<file path="src/rtl/snowv_ctrl.sv">
// SNOW-V keystream sequencer: key/IV load, INIT_ROUNDS init rounds, then valid/ready block streaming.
// Latency: first ks_valid at 2+INIT_ROUNDS*ROUND_CYCLES after start; one block per ROUND_CYCLES under full rate.
// Backpressure: ks_valid holds until ks_ready. SNOWV_KS_LIMIT_EN parks the stream after MAX_BLOCKS blocks.
module snowv_ctrl #(
  parameter int ROUND_CYCLES = 2,
  parameter int INIT_ROUNDS  = 16,
  parameter int CNT_W        = 32,
  parameter int MAX_BLOCKS   = 2**20
) (
  input  logic             clk,
  input  logic             rst,
  input  logic             start,
  input  logic             abort,
  output logic             busy,
  output logic             ks_valid,
  input  logic             ks_ready,
  output logic             dp_load,
  output logic             dp_step,
  output logic             dp_init_mode,
  output logic             dp_r1_xor_klo,
  output logic             dp_r1_xor_khi,
  output logic [3:0]       round_idx,
  output logic [CNT_W-1:0] blk_cnt,
  output logic             limit
);

`ifdef SNOWV_KS_LIMIT_EN
  localparam bit LIMIT_EN = 1'b1;
`else
  localparam bit LIMIT_EN = 1'b0;
`endif

  localparam bit               FAST        = (ROUND_CYCLES == 1);
  localparam logic [3:0]       SETTLE_LAST = (ROUND_CYCLES > 1) ? 4'(ROUND_CYCLES - 2) : 4'd0;
  localparam logic [3:0]       KLO_IDX     = 4'(INIT_ROUNDS - 2);
  localparam logic [3:0]       KHI_IDX     = 4'(INIT_ROUNDS - 1);
  localparam logic [CNT_W-1:0] MAX_CNT     = CNT_W'(MAX_BLOCKS);

  typedef enum logic [2:0] {
    IDLE,
    LOAD,
    INIT_STEP,
    INIT_WAIT,
    KS_WAIT,
    KS_VALID
  } state_t;

  state_t           state;
  logic             step_q;
  logic             limit_q;
  logic [3:0]       wait_cnt;
  logic [3:0]       rnd_nxt;
  logic [CNT_W-1:0] blk_nxt;
  logic             hs;
  logic             hs_step;
  logic             do_load;
  logic             settle_done;

  assign hs      = ks_valid & ks_ready;
  assign do_load = start & ((state == IDLE) | (state == KS_WAIT) | (state == KS_VALID));
  assign rnd_nxt = round_idx + 4'd1;
  assign blk_nxt = blk_cnt + CNT_W'(1);

  // The consumed block must advance the datapath on the very edge that accepts it,
  // so the handshake step is the one output term that looks at live inputs.
  assign hs_step = hs & ~start & ~abort;
  assign dp_step = step_q | hs_step;
  assign limit   = limit_q;

  assign settle_done = ((state == INIT_STEP) & FAST) |
                       ((state == INIT_WAIT) & (wait_cnt == 4'd0));

  always_ff @(posedge clk or posedge rst) begin
    if (rst) begin
      state         <= IDLE;
      busy          <= 1'b0;
      ks_valid      <= 1'b0;
      dp_load       <= 1'b0;
      step_q        <= 1'b0;
      dp_init_mode  <= 1'b0;
      dp_r1_xor_klo <= 1'b0;
      dp_r1_xor_khi <= 1'b0;
      round_idx     <= 4'd0;
      blk_cnt       <= '0;
      limit_q       <= 1'b0;
      wait_cnt      <= 4'd0;
    end else begin
      dp_load       <= 1'b0;
      step_q        <= 1'b0;
      dp_r1_xor_klo <= 1'b0;
      dp_r1_xor_khi <= 1'b0;

      if (abort) begin
        state        <= IDLE;
        busy         <= 1'b0;
        ks_valid     <= 1'b0;
        dp_init_mode <= 1'b0;
        round_idx    <= 4'd0;
        limit_q      <= 1'b0;
        wait_cnt     <= 4'd0;
      end else if (do_load) begin
        state        <= LOAD;
        busy         <= 1'b1;
        ks_valid     <= 1'b0;
        dp_load      <= 1'b1;
        dp_init_mode <= 1'b0;
        round_idx    <= 4'd0;
        blk_cnt      <= '0;
        limit_q      <= 1'b0;
        wait_cnt     <= 4'd0;
      end else begin
        case (state)
          IDLE: ;

          LOAD: begin
            state         <= INIT_STEP;
            step_q        <= 1'b1;
            dp_init_mode  <= 1'b1;
            round_idx     <= 4'd0;
            dp_r1_xor_klo <= (KLO_IDX == 4'd0);
            dp_r1_xor_khi <= (KHI_IDX == 4'd0);
          end

          INIT_STEP, INIT_WAIT: begin
            if (settle_done) begin
              // The settle of the final init round doubles as the first keystream settle.
              if (round_idx == KHI_IDX) begin
                state        <= KS_VALID;
                ks_valid     <= 1'b1;
                dp_init_mode <= 1'b0;
              end else begin
                state         <= INIT_STEP;
                step_q        <= 1'b1;
                round_idx     <= rnd_nxt;
                dp_r1_xor_klo <= (rnd_nxt == KLO_IDX);
                dp_r1_xor_khi <= (rnd_nxt == KHI_IDX);
              end
            end else if (state == INIT_STEP) begin
              state    <= INIT_WAIT;
              wait_cnt <= SETTLE_LAST;
            end else begin
              wait_cnt <= wait_cnt - 4'd1;
            end
          end

          KS_WAIT: begin
            if (!limit_q) begin
              if (wait_cnt == 4'd0) begin
                state    <= KS_VALID;
                ks_valid <= 1'b1;
              end else begin
                wait_cnt <= wait_cnt - 4'd1;
              end
            end
          end

          KS_VALID: begin
            if (hs) begin
              blk_cnt <= blk_nxt;
              if (LIMIT_EN && (blk_nxt == MAX_CNT)) begin
                state    <= KS_WAIT;
                ks_valid <= 1'b0;
                limit_q  <= 1'b1;
              end else if (!FAST) begin
                state    <= KS_WAIT;
                ks_valid <= 1'b0;
                wait_cnt <= SETTLE_LAST;
              end
            end
          end

          default: begin
            state    <= IDLE;
            busy     <= 1'b0;
            ks_valid <= 1'b0;
          end
        endcase
      end
    end
  end

endmodule

</file>
<file path="config.mk">
export PLATFORM = sky130hd
export DESIGN_NAME = snowv_ctrl
export DESIGN_NICKNAME = d
export VERILOG_FILES = /design/src/rtl/snowv_ctrl.sv
export SDC_FILE = /design/constraint.sdc
export NUM_CORES = 1
export LEC_CHECK = 0
export BUFFER_PORTS_ARGS = -buffer_cell sky130_fd_sc_hd__clkbuf_2
export CAP_MARGIN = 25
export CORE_MARGIN = 2
export CORE_UTILIZATION = 30
export DETAILED_ROUTE_END_ITERATION = 6
export GPL_TIMING_DRIVEN = 0
export RECOVER_POWER = 50
export SYNTH_ARGS = -nofsm -noshare
export SYNTH_HDL_FRONTEND = slang
export SYNTH_SLANG_ARGS = --single-unit
</file>
<file path="constraint.sdc">
create_clock -name clk -period 4.65 [get_ports clk]
set_input_delay 1.395 -clock clk [delete_from_list [all_inputs] [get_ports clk]]
set_output_delay 1.395 -clock clk [all_outputs]
set_load 0.1 [all_outputs]
</file>
==> impl_results.md, run 1 <==
- Via count: 2,425
- Setup TNS: 0 ps
- Placement-stage worst setup slack: 764 ps
- Final Hold Violating Endpoints: 0
- Max FO, Critical Path: 9
- Critical path data arrival time: 2600 ps
- Starting DRT DRC Count: 86
- NumNets Final: 365
- Total CTS buffers: 5
- Pins Over Slew Limit: 39
- WP data required: 3250 ps
- VDD IR max: 263 µV
- Max incr delay on CP: 450 ps
- Post-synth ARST share: 100%
- Synth Flop Type: dfrtp_1
- Hold slack: 532 ps
- # hold bufs at CTS: 0
- Period minus WS final: 4000 ps
- CTS max path bufs: 2
- Final setup fails: 0
- Synth Area per Inst: 9.15 µm²
- Layout cells sized above 1: 17.4%
- Slew margin rel.: -37.1%
- Final ANT Viol Nets: 0
- GRT busiest layer: met2
- Worst-margin pin slew: 2060 ps
- ANT cells: 0
- GRT Residual Overflow: 0
- #FFs+latches synth: 50
- Initial antenna violation count: 0
- Initial Utilization: 31.3%
- First-pass GRT wire length: 11,200 µm
- Levels on crit path: 4
- Post-synthesis instance total: 301
- Worst Setup Start Kind: input pin
- Seq. cell area: 1250 µm²
- CTS tree: built
- Hpwl dp: 4950 µm
- Drt first pass iters: 4
- Post-synth EDFFs: 0
- Total setup buffers inserted after CTS: 0
- Yosys Warn Count: 0
- Fmax: 250 MHz
- Site Rows: 34
- Total I/O pin count: 49
- Sequential area share after synthesis: 45.4%
- Clock Latency Late Sink: 310 ps
- Syn Nets: 311
- WS Path Type: input pin to output port
- PortBufs: 46
- Vias in the first global route: 2,285
- Grt met3 use: 2.37%
- Crit-path slowest cell: clkbuf_2
- Placed Cells: 456
- H-Tree Depth: 2
- Cell Pwr Density: 351 nW/µm²
- RSZ-0062 raised after global routing: false
- HP Class: flop to flop
- Total Wirelength: 6820 µm
- Count of cell types in the netlist: 51
- Yosys top cell by area: dfrtp_1
- Leakage: 1.42 nW
- Final setup skew: 11.0 ps
- Largest net degree at the start of global routing: 39
- Outcome: complete, but fails checks
- # resized after CTS: 0
- Multi-input gate area: 1390 µm²
- Violated checks: capacitance limit, slew limit
- Sinks on Clock Net: 50
- Area of the core: 8810 µm²
- Top delay family on crit path: buffers and inverters
- Largest cells by area after synthesis: dfrtp_1 (45%), a21oi_1 (4.0%), nor2_1 (3.8%)
- Tcrit/Tclk final: 86.0%
- Total power: 1.13 mW
- # fillers: 924
- P&R area growth vs syn: 16.7%
- R2R depth: 7
- CP Cell Sequence: clkbuf_1, and3b_1, a21o_1, clkbuf_2
- Global-route usage over all layers: 13.8%
- Met1 global-route usage: 18.6%
- DRC viols: 0
- Die area: 9970 µm²
- Worst Hold Depth: 2
- Clock transition at path regs: 100 ps
- Top cell type's share of synthesized area: 45.4%
- Flop-to-flop setup slack: 2310 ps
- DIE WIDTH: 99.8 µm
- RePlAce Congestion: 0.835
- Fin cells: 464
- M2 GR Usage: 23.8%
- Routed length per placed instance: 14.7 µm
- CTS Root Cell: clkbuf_8
- Final worst slack: 651 ps
- DR vias/cell: 5.23
- Die Ht: 99.8 µm
- # Max-Cap Violations: 1
- Mapped cell area: 2760 µm²
- Worst setup EP type: output port
- WP buf/inv: 2
[path summary, 6_finish.rpt]
path | startpoint | end
min in group asynchronous | rst | step_q
hold / removal | busy | busy
hold reg to reg | busy | busy
setup / recovery | abort | dp_step
setup reg to reg | state[0] | blk_cnt[18]
max in group asynchronous | rst | wait_cnt[1]
[through the flow]
stage          util, %  instance area [µm²]
6_report          36.5                 3210
5_1_grt           36.5                 3210
4_1_cts           36.8                 3240
3_5_place_dp      35.7                 3140
3_3_place_gp      35.4                 3120
2_1_floorplan        -                 2760
[power by group]
part | switching (mW) | internal, mW | leakage (nW) | total, mW
Clock | 0.163 | 0.123 | 0.0514 | 0.286
Combinational | 0.247 | 0.102 | 0.676 | 0.349
Sequential | 0.0268 | 0.467 | 0.691 | 0.493
Total | 0.437 | 0.692 | 1.42 | 1.13
[synthesized netlist by cell type (all sizes together) (5+ instances only)]
library cell	count
ha	5
nor2	28
a21oi	22
nor3	12
buf	6
xnor2	10
or3	14
o21ai	15
nand3	12
and2	5
dfrtp	50
nand2b	10
xor2	7
inv	10
clkbuf	8
nand2	25
nand4	11
[worst reg2reg max path: cells and delay by family, from the launching register on]
| kind | cells | cell delay (ps) |
|---|---|---|
| DFF | 1 | 430 |
| and+or+nand+nor | 3 | 1030 |
| buffers and inverters | 2 | 440 |
| AOI/OAI and AO/OA | 2 | 370 |
[flip-flops by register name (all words and copies together), names as in the netlist]
register and flops:
dp_load 1, dp_init_mode 1, round_idx 4, dp_r1_xor_khi 1, step_q 1, dp_r1_xor_klo 1
busy 1, ks_valid 1, wait_cnt 4, blk_cnt 32, state 3
[cells in the final DEF, fill, tap and decap left out, types with 2 or more instances in the layout]
cell type  synthesis  layout
or4_1              3       3
nor4_1             3       3
nand2_1           25      25
clkinv_4           0       2
clkbuf_2           0      45
o31ai_1            2       2
xor2_1             7       7
nor2b_1            2       2
ha_1               5       5
a21o_1             4       4
nand2b_1          10      10
o21ai_0           15      15
and3_1             3       3
and3b_1            2       2
nand4_1           11      11
nand3b_1           2       2
clkbuf_8           0       6
nor2_1            28      28
nand3_1           12      12
o32ai_1            2       2
buf_2              3       3
xnor2_1           10      10
inv_1              9      10
o2bb2ai_1          2       2
and4_1             3       3
a32o_1             2       2
and2_1             5       5
a21oi_1           22      22
or3_1             13      14
mux2i_1            3       3
nor3b_1            2       2
dfrtp_1           50      50
nor3_1            11      11
clkbuf_1           8      11
o22ai_1            2       2
[per-layer routing]
metal / vias up / routed length [µm]
met4: 0 / 38
met2: 38 / 3320
li1: 1184 / -
met3: 4 / 231
met1: 1199 / 3230
met5: - / 0
[layout make-up]
class | instances | share of cell area [%]
clock buffers | 6 | 2.57
well taps | 108 | 4.20
multi-input cells | 227 | 43.2
clock inverters | 2 | 0.545
plain buffers | 14 | 2.10
inverters | 10 | 1.17
repair buffers | 47 | 7.24
flip-flops and latches | 50 | 38.9
[cells by family (layout without fill, tap and decap cells)]
kind of cell | count (synthesis) | after routing | synth area share (%)
AOI/OAI and AO/OA | 59 | 59 | 13.5
xor gates and xnor gates | 17 | 17 | 5.40
adders and majority gates | 6 | 6 | 2.63
buffers and inverters | 24 | 79 | 3.95
DFF | 50 | 50 | 45.4
muxes | 4 | 4 | 1.50
other | 1 | 1 | 0.136
and+or+nand+nor | 140 | 140 | 27.4
Power figures use the tool's default switching activity.
==> inputs of run 2 (changes only) <==
CORE_MARGIN = 8   (was 2)
clock period = 4.2 ns   (was 4.65 ns; I/O delays follow)
==> run 2 against run 1 <==
The run now ends clean. Register-to-register slack worse by 410 ps. Design area is essentially flat. Final cell count grew 0.65%. Utilization fell by 1.0 points. Routed wire length rose by 2.6%. Highest routed layer unchanged.
==> impl_results.md, run 2 (synthesized netlist as in run 1, its figures left out) <==
- Worst setup EP type: output port
- Critical path data arrival time: 2450 ps
- NumNets Final: 365
- DR vias/cell: 5.11
- Max incr delay on CP: 450 ps
- Worst Setup Start Kind: input pin
- Top delay family on crit path: buffers and inverters
- WP buf/inv: 2
- Clock Latency Late Sink: 310 ps
- Final ANT Viol Nets: 0
- Total power: 1.25 mW
- Total Wirelength: 6990 µm
- Cell Pwr Density: 388 nW/µm²
- Crit-path slowest cell: clkbuf_2
- Via count: 2,386
- Clock transition at path regs: 90 ps
- CTS tree: built
- Die area: 12,500 µm²
- Largest net degree at the start of global routing: 27
- CTS Root Cell: clkbuf_8
- # hold bufs at CTS: 0
- Total setup buffers inserted after CTS: 0
- Slew margin rel.: 6.86%
- DIE WIDTH: 112 µm
- Site Rows: 35
- Starting DRT DRC Count: 65
- Biggest regs: blk_cnt x32, round_idx x4, wait_cnt x4
- Final setup skew: 14.1 ps
- Max FO, Critical Path: 9
- Worst-margin pin slew: 1400 ps
- Layout cells sized above 1: 17.4%
- Most flop-heavy register: blk_cnt
- P&R area growth vs syn: 16.8%
- Placement-stage worst setup slack: 569 ps
- # resized after CTS: 0
- Final worst slack: 489 ps
- Initial antenna violation count: 0
- Total I/O pin count: 49
- WS Path Type: input pin to output port
- Vias in the first global route: 2,291
- Final Hold Violating Endpoints: 0
- WP data required: 2940 ps
- DRC viols: 0
- PortBufs: 46
- Most frequent cells in the layout: dfrtp_1 (50), clkbuf_2 (45), nor2_1 (28)
- Initial Utilization: 30.4%
- Most common cell after layout, fill and taps aside: dfrtp_1
- Drt first pass iters: 5
- Fmax: 269 MHz
- HP Class: flop to flop
- Total CTS buffers: 5
- # Max-Cap Violations: 0
- Global-route usage over all layers: 11.1%
- VDD IR max: 298 µV
- First-pass GRT wire length: 11,500 µm
- Hpwl dp: 5180 µm
- RePlAce Congestion: 0.836
- Period minus WS final: 3710 ps
- Die Ht: 112 µm
- Final setup fails: 0
- Outcome: finished clean
- Tcrit/Tclk final: 88.4%
- Routed length per placed instance: 15.0 µm
- Pins Over Slew Limit: 0
- CP Cell Sequence: clkbuf_1, and3b_1, a21o_1, clkbuf_2
- H-Tree Depth: 2
- ANT cells: 0
- Sinks on Clock Net: 50
- Setup TNS: 0 ps
- Leakage: 1.42 nW
- GRT Residual Overflow: 0
- CTS max path bufs: 2
- RSZ-0062 raised after global routing: false
- Number of flip-flops in the largest register: 32
- Area of the core: 9060 µm²
-- run 2: final cells by class --
class,count,area [µm²]
Timing Repair Buffer,47,233
Clock buffer,6,82.6
Inverter,10,37.5
Fill cell,949,5850
Multi-Input combinational cell,227,1390
Buffer,14,67.6
Clock inverter,2,16.3
Sequential cell,50,1250
Tap cell,111,139
-- run 2: layer usage --
| layer | GRT usage (%) | vias up | routed length, µm |
|---|---|---|---|
| li1 | - | 1186 | - |
| met1 | 14.0 | 1144 | 3130 |
| met2 | 18.6 | 49 | 3430 |
| met3 | 2.71 | 7 | 351 |
| met4 | 2.73 | 0 | 85 |
| met5 | 0 | - | 0 |
-- run 2: per-stage QoR --
step                util, %  instance area (µm²)  hold slack, ps  cells
finish                 35.5                 3220             535    467
global route           35.5                 3220             555    467
CTS                    35.8                 3240             536    467
detailed placement     34.7                 3140             517    459
global placement       34.5                 3120             509    458
floorplan                 -                 2760             482    301
-- run 2: path summary, 6_finish.rpt --
path	slack, ps	to	startpoint	depth (start not counted)
max reg2reg	1900	blk_cnt[17]	state[0]	7
max	490	dp_step	abort	4
min in group asynchronous	1170	blk_cnt[25]	rst	2
min	530	busy	busy	2
min reg2reg	530	busy	busy	2
max in group asynchronous	1220	busy	rst	3
-- run 2: where the power goes --
group | internal [mW] | switching [mW] | leakage [nW]
registers | 0.517 | 0.0279 | 0.691
clock network | 0.136 | 0.178 | 0.0478
logic | 0.114 | 0.277 | 0.676
-- run 2: worst register-to-register path, cell delays in order, from the launching register on --
cell,delay [ps]
dfrtp_1,410
nor2b_1,160
or3_1,500
inv_1,200
o2111ai_2,210
buf_2,230
or3_1,360
a21oi_1,150
==> inputs of run 3 (changes only) <==
ABC_AREA = 1   (was default)
==> run 3 against run 2 <==
The flow now finishes with violations (capacitance limit, slew limit). Global-route usage up 0.85 points. Maximum frequency up 5.2%. Critical path depth rose by 1. Critical endpoint unchanged. Largest power group unchanged.
==> impl_results.md, run 3 <==
- Syn Nets: 459
- CTS max path bufs: 2
- Total setup buffers inserted after CTS: 0
- Worst-margin pin slew: 1810 ps
- Reg2reg end: blk_cnt[28]
- Internal power: 0.705 mW
- Tcrit/Tclk final: 84.0%
- Sequential Power Share: 46.0%
- GRT Residual Overflow: 0
- # fillers: 1,140
- Synth Area per Inst: 6.91 µm²
- First-pass GRT wire length: 13,900 µm
- CTS tree: built
- Final setup skew: 12.6 ps
- R2R Path Start: state[0]
- WS Path Type: input pin to output port
- Global-route usage over all layers: 12.0%
- Total power: 1.19 mW
- Most common cell after layout, fill and taps aside: nand2_1
- Area of the core: 10,200 µm²
- Starting DRT DRC Count: 118
- Final setup fails: 0
- #FFs+latches synth: 50
- Switching pwr: 0.484 mW
- Die Ht: 118 µm
- Post-synthesis instance total: 449
- Biggest regs: blk_cnt x32, round_idx x4, wait_cnt x4
- Site Rows: 37
- Vias in the first global route: 2,911
- HP Class: flop to flop
- Number of flip-flops in the largest register: 32
- Total I/O pin count: 49
- Clock Latency Late Sink: 300 ps
- Total CTS buffers: 5
- Clock power share: 23.1%
- Yosys top cell by area: dfrtp_1
- Setup TNS: 0 ps
- DIE WIDTH: 118 µm
- Placement-stage worst setup slack: 632 ps
- Count of cell types in the netlist: 33
- Yosys Warn Count: 0
- Total Wirelength: 8190 µm
- Period minus WS final: 3530 ps
- Most flop-heavy register: blk_cnt
- CTS Root Cell: clkbuf_8
- Seq. cell area: 1250 µm²
- Largest cells by area after synthesis: dfrtp_1 (40%), nand2_1 (19%), nor2_1 (11%)
- PortBufs: 47
- Multi-input gate area: 1620 µm²
- H-Tree Depth: 2
- Count leader, synth: nand2_1
- Slew margin rel.: -20.6%
- Worst Hold End: wait_cnt[3]
- Worst setup startpoint: abort
- P&R area growth vs syn: 15.0%
- Fin cells: 640
- Drt first pass iters: 4
- Initial antenna violation count: 0
- Fmax: 284 MHz
- Most frequent cells in the layout: nand2_1 (154), nor2_1 (91), dfrtp_1 (50)
- Worst Setup Start Kind: input pin
- Worst Hold Depth: 2
- NumNets Final: 514
- Hpwl dp: 6450 µm
- RSZ-0062 raised after global routing: false
- Max FO, Critical Path: 5
- Mapped cell area: 3100 µm²
- Via count: 2,967
- RePlAce Congestion: 0.906
- Leakage: 1.65 nW
- Sw Share: 40.7%
- VDD IR max: 171 µV
- Largest net degree at the start of global routing: 33
- Worst hold start: wait_cnt[3]
- Final worst slack: 673 ps
- Post-synth EDFFs: 0
- Flop-to-flop setup slack: 2240 ps
- Combinational share of power: 30.9%
- WP data required: 2940 ps
- Cell Pwr Density: 333 nW/µm²
- R2R depth: 9
- DR vias/cell: 4.64
- Initial Utilization: 30.4%
- Sinks on Clock Net: 50
- # resized after CTS: 0
- ANT cells: 0
- Placed Cells: 633
- # hold bufs at CTS: 0
- Pins Over Slew Limit: 33
- Violated checks: capacitance limit, slew limit
- Routed length per placed instance: 12.8 µm
- Synth Flop Type: dfrtp_1
- Final Hold Violating Endpoints: 0
- Die area: 13,800 µm²
- Final ANT Viol Nets: 0
- Post-synth top cells: nand2_1 (153), nor2_1 (89), dfrtp_1 (50)
- Sequential area share after synthesis: 40.4%
- Outcome: complete, but fails checks
- Clock transition at path regs: 100 ps
- Post-synth ARST share: 100%
- DRC viols: 0
- Top cell type's share of synthesized area: 40.4%
- Critical path data arrival time: 2270 ps
- # Max-Cap Violations: 1
- Layout cells sized above 1: 13.7%
- Worst setup EP type: output port
==> run 3: cell type report <==
type | count | area share, %
Timing Repair Buffer | 48 | 6.63
Tap cell | 136 | 4.77
Clock inverter | 2 | 0.281
Buffer | 7 | 1.30
Inverter | 43 | 4.60
Multi-Input combinational cell | 349 | 45.4
Sequential cell | 50 | 35.1
Clock buffer | 5 | 1.93
==> run 3: stage by stage <==
| step | cell area, µm² | hold slack, ps | utilization (%) |
|---|---|---|---|
| 2_1_floorplan | 3100 | 450 | - |
| 3_3_place_gp | 3510 | 468 | 34.4 |
| 3_5_place_dp | 3530 | 470 | 34.6 |
| 4_1_cts | 3600 | 499 | 35.4 |
| 5_1_grt | 3570 | 514 | 35.0 |
| 6_report | 3570 | 497 | 35.0 |
==> run 3: worst max-delay path by stage <==
stage / to / slack [ps] / cells after the start
floorplan: dp_step / 10 / 3
global placement: dp_step / 640 / 5
detailed placement: dp_step / 630 / 5
CTS: dp_step / 630 / 5
global route: blk_cnt[31] / 410 / 3
finish: dp_step / 670 / 5
==> run 3: critical path, cell delays in order <==
cell and delay [ps]:
clkbuf_1 100, inv_1 220, nand2_1 80, o21bai_1 130, clkbuf_2 470
==> run 3: logic make-up after synthesis <==
family	Yosys count	share of synthesized area [%]
AOI/OAI and AO/OA	27	4.96
DFF	50	40.4
and+or+nand+nor	304	42.3
buffers and inverters	50	6.86
xor gates and xnor gates	12	3.39
other	1	0.121
adders and majority gates	5	2.02
==> run 3: routing by layer <==
metal,track usage (%),routed length [µm],vias up
li1,-,-,1520
met4,2.40,78,0
met5,0,0,-
met1,15.5,3850,1375
met3,3.07,476,9
met2,19.7,3790,63
==> run 3: power by group through the flow <==
stage	registers, mW	logic, mW	clock network (mW)
after floorplan	0.668	0.185	0
after global placement	0.555	0.369	0
after detailed placement	0.555	0.380	0
after CTS	0.546	0.380	0.291
after global routing	0.551	0.400	0.312
final	0.547	0.367	0.274
